<file path="src/rtl/sr_pulse_ctrl.sv">
// sr_pulse_ctrl: sync + debounce two raw requests, drive NAND SR latch pulses.
// Optional macro SRPC_DEBOUNCE_EN enables the debounce stage.
module sr_pulse_ctrl #(
   parameter int DEB_CYCLES = 4,
   parameter int PULSE_W    = 2
) (
   input  logic clk,
   input  logic rst,
   input  logic set_req,
   input  logic rst_req,
   output logic S_n,
   output logic R_n,
   output logic busy,
   output logic conflict,
   output logic dropped
);

   typedef enum logic [1:0] {
      IDLE,
      SET_P,
      RST_P,
      GAP
   } state_t;

   localparam int PW_W = $clog2(PULSE_W + 1);
   localparam logic [PW_W-1:0] PW_LAST = PW_W'(PULSE_W - 1);

   if (DEB_CYCLES < 1 || PULSE_W < 1) begin : g_param_chk
      $error("sr_pulse_ctrl: DEB_CYCLES and PULSE_W must be >= 1");
   end

   logic set_s1, set_s2, rst_s1, rst_s2;
   logic sync_set, sync_rst;
   logic acc_set, acc_rst;
   logic set_d, rst_d;
   logic ev_set, ev_rst;

   state_t          state, state_n;
   logic [PW_W-1:0] pcnt, pcnt_n;
   logic            conflict_n, dropped_n;

   // two-flop synchronizers for the raw request lines
   always_ff @(posedge clk or posedge rst) begin
      if (rst) begin
         set_s1 <= 1'b0;
         set_s2 <= 1'b0;
         rst_s1 <= 1'b0;
         rst_s2 <= 1'b0;
      end else begin
         set_s1 <= set_req;
         set_s2 <= set_s1;
         rst_s1 <= rst_req;
         rst_s2 <= rst_s1;
      end
   end

   assign sync_set = set_s2;
   assign sync_rst = rst_s2;

`ifdef SRPC_DEBOUNCE_EN
   localparam int DB_W = $clog2(DEB_CYCLES + 1);
   localparam logic [DB_W-1:0] DB_LAST = DB_W'(DEB_CYCLES - 1);

   logic [DB_W-1:0] set_cnt, rst_cnt;

   // accept a level only after DEB_CYCLES consecutive mismatching cycles
   always_ff @(posedge clk or posedge rst) begin
      if (rst) begin
         acc_set <= 1'b0;
         acc_rst <= 1'b0;
         set_cnt <= '0;
         rst_cnt <= '0;
      end else begin
         if (sync_set == acc_set) begin
            set_cnt <= '0;
         end else if (set_cnt >= DB_LAST) begin
            acc_set <= sync_set;
            set_cnt <= '0;
         end else begin
            set_cnt <= set_cnt + 1'b1;
         end
         if (sync_rst == acc_rst) begin
            rst_cnt <= '0;
         end else if (rst_cnt >= DB_LAST) begin
            acc_rst <= sync_rst;
            rst_cnt <= '0;
         end else begin
            rst_cnt <= rst_cnt + 1'b1;
         end
      end
   end
`else
   assign acc_set = sync_set;
   assign acc_rst = sync_rst;
`endif

   // delayed copies of the accepted levels for rising-edge detection
   always_ff @(posedge clk or posedge rst) begin
      if (rst) begin
         set_d <= 1'b0;
         rst_d <= 1'b0;
      end else begin
         set_d <= acc_set;
         rst_d <= acc_rst;
      end
   end

   assign ev_set = acc_set & ~set_d;
   assign ev_rst = acc_rst & ~rst_d;

   // state, pulse counter and registered latch drives / strobes
   always_ff @(posedge clk or posedge rst) begin
      if (rst) begin
         state    <= IDLE;
         pcnt     <= '0;
         S_n      <= 1'b1;
         R_n      <= 1'b1;
         conflict <= 1'b0;
         dropped  <= 1'b0;
      end else begin
         state    <= state_n;
         pcnt     <= pcnt_n;
         S_n      <= (state_n != SET_P);
         R_n      <= (state_n != RST_P);
         conflict <= conflict_n;
         dropped  <= dropped_n;
      end
   end

   // next-state: one pulse per accepted edge, then a guard cycle
   always_comb begin
      state_n    = state;
      pcnt_n     = pcnt;
      conflict_n = 1'b0;
      dropped_n  = 1'b0;
      unique case (state)
         IDLE: begin
            if (ev_set && ev_rst) begin
               conflict_n = 1'b1;
            end else if (ev_set) begin
               state_n = SET_P;
               pcnt_n  = PW_LAST;
            end else if (ev_rst) begin
               state_n = RST_P;
               pcnt_n  = PW_LAST;
            end
         end
         SET_P, RST_P: begin
            dropped_n = ev_set | ev_rst;
            if (pcnt == '0) begin
               state_n = GAP;
            end else begin
               pcnt_n = pcnt - 1'b1;
            end
         end
         GAP: begin
            dropped_n = ev_set | ev_rst;
            state_n   = IDLE;
         end
         default: state_n = IDLE;
      endcase
   end

   assign busy = (state != IDLE);

endmodule

</file>
<file path="config.mk">
export PLATFORM = sky130hd
export DESIGN_NAME = sr_pulse_ctrl
export DESIGN_NICKNAME = d
export VERILOG_FILES = /design/src/rtl/sr_pulse_ctrl.sv
export SDC_FILE = /design/constraint.sdc
export NUM_CORES = 1
export LEC_CHECK = 0
export CORE_MARGIN = 2
export CORE_UTILIZATION = 40
export CTS_CLUSTER_SIZE = 24
export DETAILED_ROUTE_END_ITERATION = 6
export PLACE_DENSITY_LB_ADDON = 0.3
export SYNTH_ARGS = -nofsm -noshare
export SYNTH_HDL_FRONTEND = slang
export SYNTH_SLANG_ARGS = --single-unit
</file>
<file path="constraint.sdc">
create_clock -name clk -period 1.55 [get_ports clk]
set_clock_uncertainty 0.15 [all_clocks]
set_input_delay 0.3875 -clock clk [delete_from_list [all_inputs] [get_ports clk]]
set_output_delay 0.3875 -clock clk [all_outputs]
set_load 0.01 [all_outputs]
</file>
==> results of run 1 <==
logic make-up after synthesis:
family / after synthesis
adder cells (fa/ha/maj): 2
flip-flops: 14
XOR/XNOR: 2
buffers and inverters: 8
AO/OA/AOI/OAI: 9
AND/OR/NAND/NOR: 15
multiplexers: 1
per-layer routing:
layer  GRT usage  routed length, µm
met2      0.2209                530
met3     0.05106                 45
met4     0.07273                 12
met1      0.1566                480
met5           0                  0
through the flow:
step	hold WS [ps]	setup TNS [ps]	total power [W]	worst slack, ps
6_report	205.4	-50.53	0.001522	-32.17
5_1_grt	222.9	-232.8	0.001635	-110.0
4_1_cts	208.4	-77.68	0.001471	-47.75
3_5_place_dp	188.9	-170.1	0.001217	-146.5
3_3_place_gp	183.5	-139.9	0.001190	-123.1
2_1_floorplan	125.3	0	0.0009511	65.29
flip-flops by register name (all words and copies together) (netlist names):
name	count
pcnt	2
state	2
R_n	1
S_n	1
acc_rst	1
acc_set	1
conflict	1
dropped	1
rst_d	1
rst_s1	1
set_d	1
set_s1	1
what timing repair did:
item / CTS / global route
pin swaps: 1 / 2
hold buffers: 0 / 0
endpoints found under the setup margin: 6 / 5
resized for setup: 16 / 3
cloned: 0 / 0
final timing paths:
kind,startpoint,to,slack [ps]
worst max-delay path,state[0],busy,-30
worst min-delay path,rst_s1,acc_rst,210
worst max register to register,state[0],R_n,-20
worst min register to register,rst_s1,acc_rst,210
max in group asynchronous,rst,S_n,780
min in group asynchronous,rst,pcnt[1],240
placed cells by master (no fill, tap or decap), types with 3 or more instances in the layout:
cell,instances
dfrtp_1,12
buf_4,6
inv_1,5
nor2_1,3
nand3_1,3
o211ai_1,3
clkbuf_4,3
clkdlybuf4s50_1,3
worst reg2reg max path, delay by kind of cell (launching register included):
kind | cells | cell delay, ps
buffers and inverters | 2 | 210
DFF | 1 | 380
and+or+nand+nor | 2 | 290
adders and majority gates | 1 | 180
AOI/OAI and AO/OA | 2 | 300
power by group through the flow:
stage                     combinational, W  sequential, W  clock, W
after global routing              0.000840       0.000507  0.000288
after global placement            0.000688       0.000501         0
final                             0.000762       0.000498  0.000262
after floorplan                   0.000433       0.000518         0
after detailed placement          0.000710       0.000507         0
after CTS                         0.000702       0.000499  0.000270
area by class of cell:
cell class	instances	area, µm²	area share
sequential	14	352.8	0.4490
multi-input combinational	29	240.2	0.3057
timing repair buffer	14	113.9	0.1449
clock buffer	4	36.28	0.04618
inverter	6	22.52	0.02866
tap	16	20.02	0.02548
==> results.ini, run 1 <==
[run_status]
run_status = finished, violations left
violations = negative setup slack

[cells_and_area]
fin_area_um2 = 785.8
layout-area-overhead-vs-synth_pct = 27.90
utilization = 0.5340
stdcell_count = 83
fillers = 144
drive_above_1_share = 0.3582
n_antenna_cell = 0
nNetsFinal = 74

[worst_setup_path]
worst-path-buf-inv = 3
cp_cell_sequence = inv_1, ha_2, inv_2, buf_6
required_ps = 1010
arrival_ps = 1040
worst-path-stages = 4
path_class = register to output pin
startpoint_type = register
crit_fanout = 2
cp_top_family = flip-flops
r2r_cells = 7
crit_slowest_cell = dfrtp_1
cp-end-kind = output pin
slowest_delay_ps = 380

[routing]
drt_wl_total_mm = 1.068
wl_per_cell_um = 12.87
post_drt_via_cell_ratio = 5.024
drc = 0
drtIter0Drc = 4
vias = 417
ant_nets = 0
drtPass1Iterations = 2

[power_and_ir_drop]
p_clk_frac = 0.172
p_leak_nw = 0.3714
p_seq_frac = 0.327
switchingPower_w = 0.0005301
peakVddDrop_mv = 1.125
p_per_area_nw_per_um2 = 1937
p_comb_frac = 0.501
swShare = 0.3483
intPower_w = 0.0009917

[logic_synthesis]
syn_inst = 51
yosys.cell_types.count = 25
synth.area.top_cells = dfrtp_1 49%, dfstp_2 8.6%, ha_1 4.1%, inv_1 3.7%, o211ai_1 3.7%
syn_area_um2 = 614.3
synth_edf_count = 0
synth_top_family_by_area = simple AND/OR/NAND/NOR gates
yosys.area_share.simple = 0.1548
synth_compound_area_frac = 0.1181
yosys.area_share.adder = 0.04073
syn_avg_cell_area_um2 = 12.05
ys.flop_type = dfrtp_1
synth_nets = 57
yosysSeqAreaShare = 0.5743
yosys.area.top_type = dfrtp_1
synth_seq_cells = 14
synthArstFlopShare = 1.000
synth_xor_area_frac = 0.02851
yosysWarnings = 0
synth_top_cell_area_share = 0.4888
synth_most_common_cell = dfrtp_1
synthMuxAreaShare = 0.01629
synth_common_cells = 12 x dfrtp_1, 6 x inv_1

[sta]
setup_viol = 2
rsz0062_at_grt = true
drv_slew = 0
relSlewSlack = 0.8000
finalCriticalPeriod_ps = 1582
layout_setup_ws_ps = -32.17
finalHoldViolations = 0
worstMarginPinSlew_ps = 297.9
fmax_mhz = 632.0
finalCritPeriodShare = 1.021

[floorplan]
coreArea_um2 = 1471
dieArea_um2 = 1865
fp-row-count = 14
fp.dieH_um = 43.19
ios = 9
initial_core_util = 0.4175
fp.dieW_um = 43.19

[global_route]
grt_overflow = 0
grt_max_degree = 15
antenna_found_initial = 0
grt_pass1_wl_mm = 1.807
grt_pass1_vias = 444
grt_util_all_layers = 0.1373

[min_path]
hold_class = register to register
holdPathStages = 0

[clocking]
cts.path.max_buffers = 2
cts_buffers = 3
clk_latency_ps = 280
clock-sinks = 14
cts_tree = built
htreeDepth = 1
worst_setup_hold_path_clk_slew_ps = 90
cts_setup_buffers = 0
cts_root_buf = clkbuf_4

[place]
gp_congestion = 0.7312
port_buffers = 8
dpl.hpwl_um = 756.5
post_dp_cell_area_um2 = 740.7
dp.cells = 79

[job]
cap_violations = 0

Power figures use the tool's default switching activity.
==> inputs of run 2 (changes only) <==
- SETUP_SLACK_MARGIN: not set -> 0.3
==> results.ini, run 2 (same netlist as run 1, synthesis figures left out) <==
[run_status]
run_status = finished, final reports clean

[place]
post_dp_cell_area_um2 = 774.5  ; +4.6%
gp_congestion = 0.8053  ; +10%
port_buffers = 8  ; unchanged
dpl.hpwl_um = 721.9  ; -4.6%
pre_cts_ws_ps = -99.02  ; +47.51 ps

[power_and_ir_drop]
p_leak_nw = 0.4098  ; +10%
peakVddDrop_mv = 1.253  ; +11%
p_per_area_nw_per_um2 = 1943  ; +0.33%

[sta]
finalHoldViolations = 0  ; unchanged
setup_viol = 0  ; -2
drv_slew = 0  ; unchanged
finalCritPeriodShare = 0.9979  ; -0.02281
finalCriticalPeriod_ps = 1547  ; -35.36 ps
fin_tns_setup_ps = 0  ; +50.53 ps
relSlewSlack = 0.8162  ; +0.01622
layout_setup_ws_ps = 3.186  ; +35.36 ps
fmax_mhz = 646.5  ; +2.3%
rsz0062_at_grt = true
worstMarginPinSlew_ps = 274.5  ; -23.40 ps
timing.hold.ws_ps = 195.9  ; -9.539 ps

[floorplan]
fp-row-count = 14  ; unchanged
fp.dieW_um = 43.19  ; unchanged
initial_core_util = 0.4175  ; unchanged
dieArea_um2 = 1865  ; unchanged
ios = 9  ; unchanged
coreArea_um2 = 1471  ; unchanged
fp.dieH_um = 43.19  ; unchanged

[worst_setup_path]
cp-end-kind = output pin
arrival_ps = 1010  ; -30 ps
required_ps = 1010  ; about the same
path_class = register to output pin
crit_fanout = 2  ; unchanged
startpoint_type = register

[routing]
vias = 447  ; +7.2%
wl_per_cell_um = 11.98  ; -6.9%
drtPass1Iterations = 2  ; unchanged
drt_wl_total_mm = 1.054  ; -1.3%
ant_nets = 0  ; unchanged
drtIter0Drc = 7  ; +3
drc = 0  ; unchanged
post_drt_via_cell_ratio = 5.080  ; +1.1%

[clocking]
clk_latency_ps = 270  ; about the same
cts_tree = built
worst_setup_hold_path_clk_slew_ps = 80  ; about the same
cts_root_buf = clkbuf_4
htreeDepth = 1  ; unchanged
clock-sinks = 14  ; unchanged
cts_hold_buf = 0  ; unchanged
cts_buffers = 3  ; unchanged
cts.path.max_buffers = 2  ; unchanged

[global_route]
grt_pass1_vias = 410  ; -7.7%
grt_pass1_wl_mm = 1.683  ; -6.9%
grt_max_degree = 15  ; unchanged
grt_util_all_layers = 0.1285  ; -0.008744
antenna_found_initial = 0  ; unchanged
grt_overflow = 0  ; unchanged

[cells_and_area]
fin_area_um2 = 875.8  ; +11%
layout-area-overhead-vs-synth_pct = 42.57
n_antenna_cell = 0  ; unchanged
nNetsFinal = 79  ; +6.8%
mostFrequentLayoutCell = dfrtp_1
largest_registers = pcnt x2, state x2
final_cell_mix = 12 x dfrtp_1, 10 x buf_4, 4 x buf_6
drive_above_1_share = 0.4861  ; +0.1279

[job]
cap_violations = 0  ; unchanged

[min_path]
hold_class = register to register

## run 2: cell types whose count changed in the layout (fill, tap and decap cells not counted)
cell and delta:
nor2_2 +1, inv_2 +1, ha_4 +2, xnor2_1 -1, buf_6 +3, inv_1 -2, nor2_1 -1, buf_4 +4
dlygate4sd2_1 -2, xnor2_4 +1, ha_2 -2, inv_4 +1
## run 2: layout make-up
class / instances / area (µm²)
Tap cell: 16 / 20.02
Timing Repair Buffer: 19 / 160.2
Sequential cell: 14 / 352.8
Fill cell: 136 / 595.6
Inverter: 6 / 25.02
Multi-Input combinational cell: 29 / 281.5
Clock buffer: 4 / 36.28
## run 2: worst max-delay path: stages (launching register included)
cell and delay, ps:
dfrtp_1 390, inv_2 70, ha_4 150, inv_4 30, buf_6 110
## run 2: report_power, final
part	leakage (nW)	switching, W	internal (W)
sequential	0.167	0.0000423	0.000463
combinational	0.222	0.000420	0.000525
clock	0.0210	0.000109	0.000143
## run 2: per-layer routing
metal | wire [µm] | global-route usage | part of all wire | vias up
met4 | 9 | 0.05455 | 0.0085 | 0
met2 | 564 | 0.2030 | 0.54 | 10
met3 | 52 | 0.06383 | 0.049 | 2
met1 | 427 | 0.1460 | 0.41 | 219
met5 | 0 | 0 | 0 | -
li1 | - | - | - | 216
## run 2: final timing paths
kind,startpoint,end,slack (ps),depth (start not counted)
max in group asynchronous,rst,S_n,750,3
max,state[0],busy,3,4
min in group asynchronous,rst,acc_set,260,3
max reg2reg,state[0],R_n,50,7
min,set_s1,acc_set,200,0
min reg2reg,set_s1,acc_set,200,0
## run 2: per-stage QoR
step,util,std cells,power (W)
6_report,0.5952,88,0.001702
5_1_grt,0.5952,88,0.001817
4_1_cts,0.5689,85,0.001597
3_5_place_dp,0.5264,78,0.001295
3_3_place_gp,0.5264,78,0.001271
2_1_floorplan,-,51,0.001062
## run 2: what timing repair did
item	in CTS	in global routing
endpoints found under the setup margin	11	11
pin swaps	3	3
buffers inserted	3	3
gates resized for setup	25	3
gates cloned	0	0
endpoints found under the hold margin	0	0
